### config.mk
export PLATFORM = sky130hd
export DESIGN_NAME = hilo_div_unit
export DESIGN_NICKNAME = d
export VERILOG_FILES = /design/src/rtl/hilo_div_unit.sv
export SDC_FILE = /design/constraint.sdc
export NUM_CORES = 1
export LEC_CHECK = 0
export ABC_AREA = 1
export BUFFER_PORTS_ARGS = -buffer_cell sky130_fd_sc_hd__buf_2
export CAP_MARGIN = 20
export CORE_ASPECT_RATIO = 0.5
export CORE_MARGIN = 2
export CORE_UTILIZATION = 52
export DETAILED_ROUTE_END_ITERATION = 10
export PLACE_DENSITY = 0.78
export SETUP_SLACK_MARGIN = 0.5
export SYNTH_ARGS = -nofsm -noshare
export SYNTH_HDL_FRONTEND = slang
export SYNTH_SLANG_ARGS = --single-unit
### constraint.sdc
create_clock -name clk -period 6.48 [get_ports clk]
set_input_delay 0.324 -clock clk [delete_from_list [all_inputs] [get_ports clk]]
set_output_delay 0.324 -clock clk [all_outputs]
set_load 0.01 [all_outputs]
### src/rtl/hilo_div_unit.sv
// Multi-cycle restoring divider writing LO=quotient, HI=remainder; start-to-done WIDTH+1 cycles (1 for divide-by-zero).
// Stalls IF/ID/EX while running or while a new request waits in DONE; optional signed mode under SIGNED_DIV_EN.
module hilo_div_unit #(
  parameter int WIDTH = 32,
  parameter int CNT_W = 6
) (
  input  logic             clk,
  input  logic             rst,
  input  logic             div_start,
  input  logic             div_signed,
  input  logic [WIDTH-1:0] dividend,
  input  logic [WIDTH-1:0] divisor,
  input  logic             mf_req,
  output logic             busy,
  output logic             stall,
  output logic             done,
  output logic [WIDTH-1:0] hi,
  output logic [WIDTH-1:0] lo,
  output logic             div_by_zero
);

  typedef enum logic [1:0] {
    IDLE = 2'd0,
    RUN  = 2'd1,
    DONE = 2'd2
  } state_t;

  state_t           state;
  state_t           state_nxt;

  logic [CNT_W-1:0] count;
  logic [WIDTH-1:0] rem_acc;
  logic [WIDTH-1:0] quo;
  logic [WIDTH-1:0] dvsr;
  logic             neg_q;
  logic             neg_r;

  logic [WIDTH-1:0] mag_a;
  logic [WIDTH-1:0] mag_b;
  logic             in_neg_q;
  logic             in_neg_r;

  logic             div_zero_in;
  logic             last_step;
  logic             rem_msb;
  logic [WIDTH-1:0] rem_low;
  logic [WIDTH:0]   diff;
  logic             trial_ok;
  logic [WIDTH-1:0] rem_step;
  logic [WIDTH-1:0] quo_step;
  logic [WIDTH-1:0] q_fin;
  logic [WIDTH-1:0] r_fin;

`ifdef SIGNED_DIV_EN
  logic sgn_a;
  logic sgn_b;

  assign sgn_a    = div_signed & dividend[WIDTH-1];
  assign sgn_b    = div_signed & divisor[WIDTH-1];
  assign mag_a    = sgn_a ? -dividend : dividend;
  assign mag_b    = sgn_b ? -divisor : divisor;
  assign in_neg_q = sgn_a ^ sgn_b;
  assign in_neg_r = sgn_a;
`else
  logic unused_div_signed;

  assign unused_div_signed = div_signed;
  assign mag_a    = dividend;
  assign mag_b    = divisor;
  assign in_neg_q = 1'b0;
  assign in_neg_r = 1'b0;
`endif

  assign div_zero_in = (divisor == '0);
  assign last_step   = (count == CNT_W'(WIDTH - 1));

  // Shifted partial remainder is WIDTH+1 bits; when its MSB is set it always
  // exceeds the divisor, and the low WIDTH bits of the difference are exact.
  assign rem_msb  = rem_acc[WIDTH-1];
  assign rem_low  = {rem_acc[WIDTH-2:0], quo[WIDTH-1]};
  assign diff     = {1'b0, rem_low} - {1'b0, dvsr};
  assign trial_ok = rem_msb | ~diff[WIDTH];
  assign rem_step = trial_ok ? diff[WIDTH-1:0] : rem_low;
  assign quo_step = {quo[WIDTH-2:0], trial_ok};

  // Truncation toward zero: quotient sign from operand signs, remainder follows dividend.
  assign q_fin = neg_q ? -quo_step : quo_step;
  assign r_fin = neg_r ? -rem_step : rem_step;

  always_ff @(posedge clk or negedge rst) begin
    if (!rst) begin
      state <= IDLE;
    end else begin
      state <= state_nxt;
    end
  end

  always_comb begin
    state_nxt = state;
    case (state)
      IDLE: begin
        if (div_start) begin
          state_nxt = div_zero_in ? DONE : RUN;
        end
      end
      RUN: begin
        if (last_step) begin
          state_nxt = DONE;
        end
      end
      DONE:    state_nxt = IDLE;
      default: state_nxt = IDLE;
    endcase
  end

  always_ff @(posedge clk or negedge rst) begin
    if (!rst) begin
      count       <= '0;
      rem_acc     <= '0;
      quo         <= '0;
      dvsr        <= '0;
      neg_q       <= 1'b0;
      neg_r       <= 1'b0;
      hi          <= '0;
      lo          <= '0;
      div_by_zero <= 1'b0;
    end else begin
      case (state)
        IDLE: begin
          if (div_start) begin
            if (div_zero_in) begin
              lo          <= '1;
              hi          <= dividend;
              div_by_zero <= 1'b1;
            end else begin
              rem_acc <= '0;
              quo     <= mag_a;
              dvsr    <= mag_b;
              neg_q   <= in_neg_q;
              neg_r   <= in_neg_r;
              count   <= '0;
            end
          end
        end
        RUN: begin
          rem_acc <= rem_step;
          quo     <= quo_step;
          count   <= count + CNT_W'(1);
          if (last_step) begin
            lo          <= q_fin;
            hi          <= r_fin;
            div_by_zero <= 1'b0;
          end
        end
        default: ;
      endcase
    end
  end

  assign busy  = (state != IDLE);
  assign done  = (state == DONE);
  // A request seen in DONE is held off one cycle so it is accepted exactly once, from IDLE.
  assign stall = (state == RUN) | ((state == DONE) & div_start) | ((busy & mf_req) & ~(state == DONE));

endmodule

### Yosys cells after proc, flatten, opt, wreduce, memory -nomap -nowiden

Index checks and enable logic that the tools add are counted.

| word-level totals | value |
|---|---|
| input bits | 69 |
| register bits | 169 |
| output and inout port bits | 68 |
| logic and storage cells | 60 |

| operators by class | value |
|---|---|
| reduce and logical (&&, ||, !) cells | 8 |
| multiplexer cells | 26 |
| equality and inequality tests | 7 |
| $add $sub $neg | 2 |
| bitwise logic cells | 9 |

Operators by type and width:

| cell | number |
|---|---|
| $mux W32 | 11 |
| $pmux W32 S2 | 4 |
| $sub A32 B32 Y33 | 1 |
| $logic_not A32 Y1 | 1 |
| $mux W6 | 2 |
| $pmux W6 S2 | 1 |
| $ne A2 B2 Y1 const B | 4 |
| $add A6 B1 Y6 const B | 1 |
| $eq A6 B5 Y1 const B | 1 |
| $mux W2 | 3 |
| $reduce_and A3 Y1 | 2 |
| $pmux W2 S2 | 1 |
| $reduce_and A4 Y1 | 1 |
| $reduce_bool A2 Y1 | 2 |
| $and A1 B1 Y1 | 3 |
| $mux W1 | 3 |
| $not A1 Y1 | 3 |
| $or A1 B1 Y1 | 3 |
| $eq A2 B1 Y1 const B | 1 |
| $eq A2 B2 Y1 const B | 1 |
| $logic_not A2 Y1 | 1 |
| $pmux W1 S2 | 1 |
| $reduce_and A2 Y1 | 1 |

### Longest topological paths before layout

| logic depth | value |
|---|---|
| depth after elaboration | 6 |
| mapped depth | 18 |
| gate-level depth less buffers | 18 |

### Worst setup path after synthesis

Ideal clock, no wire load.

| timing | value |
|---|---|
| path kind | register -> register |
| start point | register quo[31] |
| end point | register hi[2] |
| stages on the path, launching flop included | 18 |
| data required time | 6.417 ns |
| buffers on the path | 1 |
| library setup time | 0.063 ns |
| path slack | 4.221 ns |
| arrival time | 2.196 ns |
| clock period less this slack | 2.259 ns |
| path through | dfrtp_1 inv_1 ha_1 fa_1 inv_1 nand2_1 nand2_1 nand3_1 nand2_2 nand2_1 nand2_1 nand3_4 a21oi_4 buf_6 nand2_2 nand3_1 nand2_1 inv_1 |

| on the way | value |
|---|---|
| cells in the longest elaborated chain, start to end | 6 |

Ends and longest elaborated chain:

| element | line | source |
|---|---|---|
| from (decl) | 33 | `logic [WIDTH-1:0] quo;` |
| from (signal assigned) | 137 | `quo <= mag_a;` |
| from (signal assigned) | 147 | `quo <= quo_step;` |
| $sub A32 B32 Y33 * | 81 | `assign diff = {1'b0, rem_low} - {1'b0, dvsr};` |
| $not A1 Y1 | 82 | `assign trial_ok = rem_msb \| ~diff[WIDTH];` |
| $or A1 B1 Y1 | 82 |  |
| $mux W32 * | 83 | `assign rem_step = trial_ok ? diff[WIDTH-1:0] : rem_low;` |
| $mux W32 * | 149 | `if (last_step) begin` |
| $pmux W32 S2 * | 128 | `case (state)` |
| to (signal assigned) | 133 | `hi <= dividend;` |
| to (signal assigned) | 151 | `hi <= r_fin;` |
| to (decl) | 17 | `output logic [WIDTH-1:0] hi,` |

Mark *: on every way between the ends. The rest lies on a longest branch, timed or not. The select of a mux whose other input is x is not followed.
A chain may end at the register's enable or synchronous reset.

### Worst setup path in the final report

| timing | value |
|---|---|
| start point | register quo[31] |
| end point | register hi[31] |

The elaborated chain is that of the path after synthesis.

==> reports/results.tsv <==
stage	metric	value	unit
status	status	finished, final reports clean	
sta	hold_viol	0	
sta	relSlewSlack	24.68	%
global_route	grt_first_pass_wirelength	48870	um
drt	totalWireLength	30800	um
yosys	synth.top_cell.area_share	40.84	%
clock_tree	cts_root_buffer	clkbuf_16	
clock_tree	post_cts.repair.setup_buffers	0	
pwr	pwr-share-comb	59.9	%
clock_tree	worstSkewPairLatency	450	ps
sta	period_share	53.22	%
pwr	p_int	3.475	mW
clock_tree	cts_buffers	17	
sta	min_period	3449	ps
global_route	antenna_found_initial	0	
placed_design	dpl.hpwl	22830	um
drt	vias	9997	
critical_path	worstPathArrival	3830	ps
drt	viasPerCell	5.275	
critical_path	critical_path.startpoint_type	flip-flop	
sta	fmax	290.0	MHz
floorplan	num_rows	36	
sta	finalClockSkew	17.37	ps
global_route	gr-usage-all-layers	30.04	%
placed_design	dpl-instance-area	11220	sq um
pwr	powerDensity	607.1	nW/um^2
yosys	synth_fp_nets	1609	
sta	setup_violations	0	
critical_path	required	6870	ps
sta	slew_viol_final	0	
sta	tightest_slew	1129	ps
yosys	synth.avg_cell_area	6.877	sq um
finish	syn_to_final_growth	14.39	%
critical_path	crit_fanout	34	
clock_tree	cts_hold_buf	0	
floorplan	fp.dieH	103.8	um
drt	drt_iter0_drc	1121	
finish	diodes	0	
sta	grt_setup_unrepaired	no	
pwr	swShare	51.69	%
drt	ant_nets	0	
yosys	synth_area_leaders	dfrtp_1 (41%), nand2_1 (16%), inv_1 (11%)	
pwr	power_switching	3.718	mW
clock_tree	clock-sinks	169	
sta	fin_hold_ws	100.2	ps
yosys	async_reset_ff_share	100.0	%
clock_tree	cts_tree	yes	
placed_design	gp_congestion	0.9354	
floorplan	start_util	53.10	%
drt	post-route-drc-count	0	
yosys	syn_area	10360	sq um
yosys	ys_seq_area_share	40.84	%
global_route	grt-ovfl-total	0	
finish	stdcell_count	1895	
placed_design	numPlacedInstances	1862	
clock_tree	htreeDepth	4	
worst_hold_path	hold_path_class	input port to flip-flop	
floorplan	chipWidth	203.6	um
drt	wl_per_cell	16.25	um
pwr	peakVddDrop	0.2803	mV
critical_path	path_class	flip-flop to flip-flop	
clock_tree	ctsResizeCount	0	
floorplan	dieArea	21130	sq um
global_route	grt_pass1_vias	9119	
yosys	synth_edf_count	0	
clock_tree	cts.clk_slew.worst_paths	70	ps
placed_design	numPortBuffers	135	
pwr	power_leakage	6.765	nW
sta	fin_setup_tns	0	ps
yosys	ys.flop_type	dfrtp_1	
finish	drive_gt1_share	13.51	%
yosys	ys_types	37	
drt	firstDrtPassIters	5	
yosys	yosysTopAreaCell	dfrtp_1	
floorplan	io_pins	137	
finish	nets	1721	
yosys	yosysWarnings	0	
floorplan	core	19500	sq um
clock_tree	cts_max_path_buffers	2	
pwr	p_seq_share	25.9	%
finish	final_area	11850	sq um
yosys	syn_inst	1506	
critical_path	endpoint_kind	flip-flop	
yosys	synth-seq-cells	169	
job	maxCapViolCount	0	
pwr	clockPowerShare	14.2	%
global_route	grt_max_degree	114	
==> synthesized netlist by cell type, drive strengths merged (2+ instances only) <==
library cell	n
nor2	91
xor2	16
nand3	98
o21bai	4
clkbuf	33
nand3b	2
nand2	476
and2	6
buf	21
o22ai	2
nor3	10
o21ai	105
inv	299
or2	4
dfrtp	169
nand4	42
a21oi	88
ha	33
==> routing by layer <==
layer	global-route usage [%]	routed length [um]
met1	48.21	15380
met2	40.10	12280
met3	6.482	2732
met4	7.769	402
met5	0	0
==> power by group through the flow <==
stage               combinational [mW]  sequential (mW)  clock, mW
finish                            4.31             1.86       1.02
global route                      4.84             1.90       1.07
CTS                               4.22             1.85       1.03
detailed placement                4.18             1.86          0
global placement                  4.11             1.85          0
floorplan                         2.91             1.87          0
==> metrics by stage <==
stage | power (mW) | setup WS [ps] | utilization (%)
floorplan | 4.785 | 4221 | -
global route | 7.804 | 2835 | 60.74
detailed placement | 6.038 | 2866 | 57.55
CTS | 7.097 | 3085 | 60.44
global placement | 5.957 | 2971 | 57.55
finish | 7.193 | 3031 | 60.74
==> path summary, 6_finish.rpt <==
check                           end  depth (start not counted)         from  slack, ps
max in group asynchronous  dvsr[24]                          3          rst       4890
min                        dvsr[28]                          3  divisor[28]        100
min in group asynchronous     lo[9]                          2          rst        420
max                          hi[31]                         17      quo[31]       3030
max reg2reg                  hi[31]                         17      quo[31]       3030
min reg2reg                   lo[0]                          2        lo[0]        500
==> state kept, by name, indices dropped and copies added, names as in the netlist <==
signal and cells:
state 2, dvsr 32, hi 32, lo 32
quo 32, count 6, rem_acc 32, div_by_zero 1
==> cell families (layout without fill, tap and decap cells) <==
logic type / Yosys count / after routing / share of synthesized area [%]
compound gates: 202 / 202 / 10.12
simple gates: 731 / 731 / 30.19
fa+ha+maj: 34 / 34 / 4.180
flops: 169 / 169 / 40.84
buf+inv: 353 / 476 / 13.23
xor+xnor: 17 / 17 / 1.438
==> placed cells by master (no fill, tap or decap), types with 2 or more instances in the layout <==
cell type	Yosys	layout
nand2_1	446	445
inv_1	298	297
dfrtp_1	169	169
buf_2	12	134
o21ai_0	102	102
nand3_1	97	97
nor2_1	90	86
a21oi_1	87	86
nand4_1	42	42
ha_1	33	33
nand2_2	30	31
clkbuf_16	0	17
xor2_1	16	16
nor3_1	9	9
buf_4	0	9
and2_1	5	5
o21bai_1	4	4
nor2_2	1	3
clkbuf_1	33	3
inv_6	0	3
o22ai_1	2	2
or2_2	2	2
nor2_4	0	2
or2_1	2	2
nand3b_1	2	2
o21ai_1	2	2
a21oi_4	1	2
clkinv_2	0	2
bufinv_16	0	2
clkinv_4	0	2
==> area by class of cell <==
cell class              instances  area [sq um]
clock buffers                  21         450.4
clock inverters                 9         113.9
fillers                      1802          7657
inverters                     299          1122
multi-input cells             984          4791
flip-flops and latches        169          4229
well taps                     266         332.8
repair buffers                147         807.0
==> critical path, cell delays in order, from the launching register on <==
cell and delay, ps:
dfrtp_1 350, inv_1 60, ha_1 240, fa_1 450, inv_1 110, nand2_1 70
nand2_1 80, nand3_1 80, nand2_2 120, nand2_1 60, nand2_1 130, nand3_4 390
a21oi_4 360, buf_4 470, nand2_1 160, nand3_1 110, nand2_1 60, inv_1 50
Note: power is estimated with default switching activity, not from simulation.
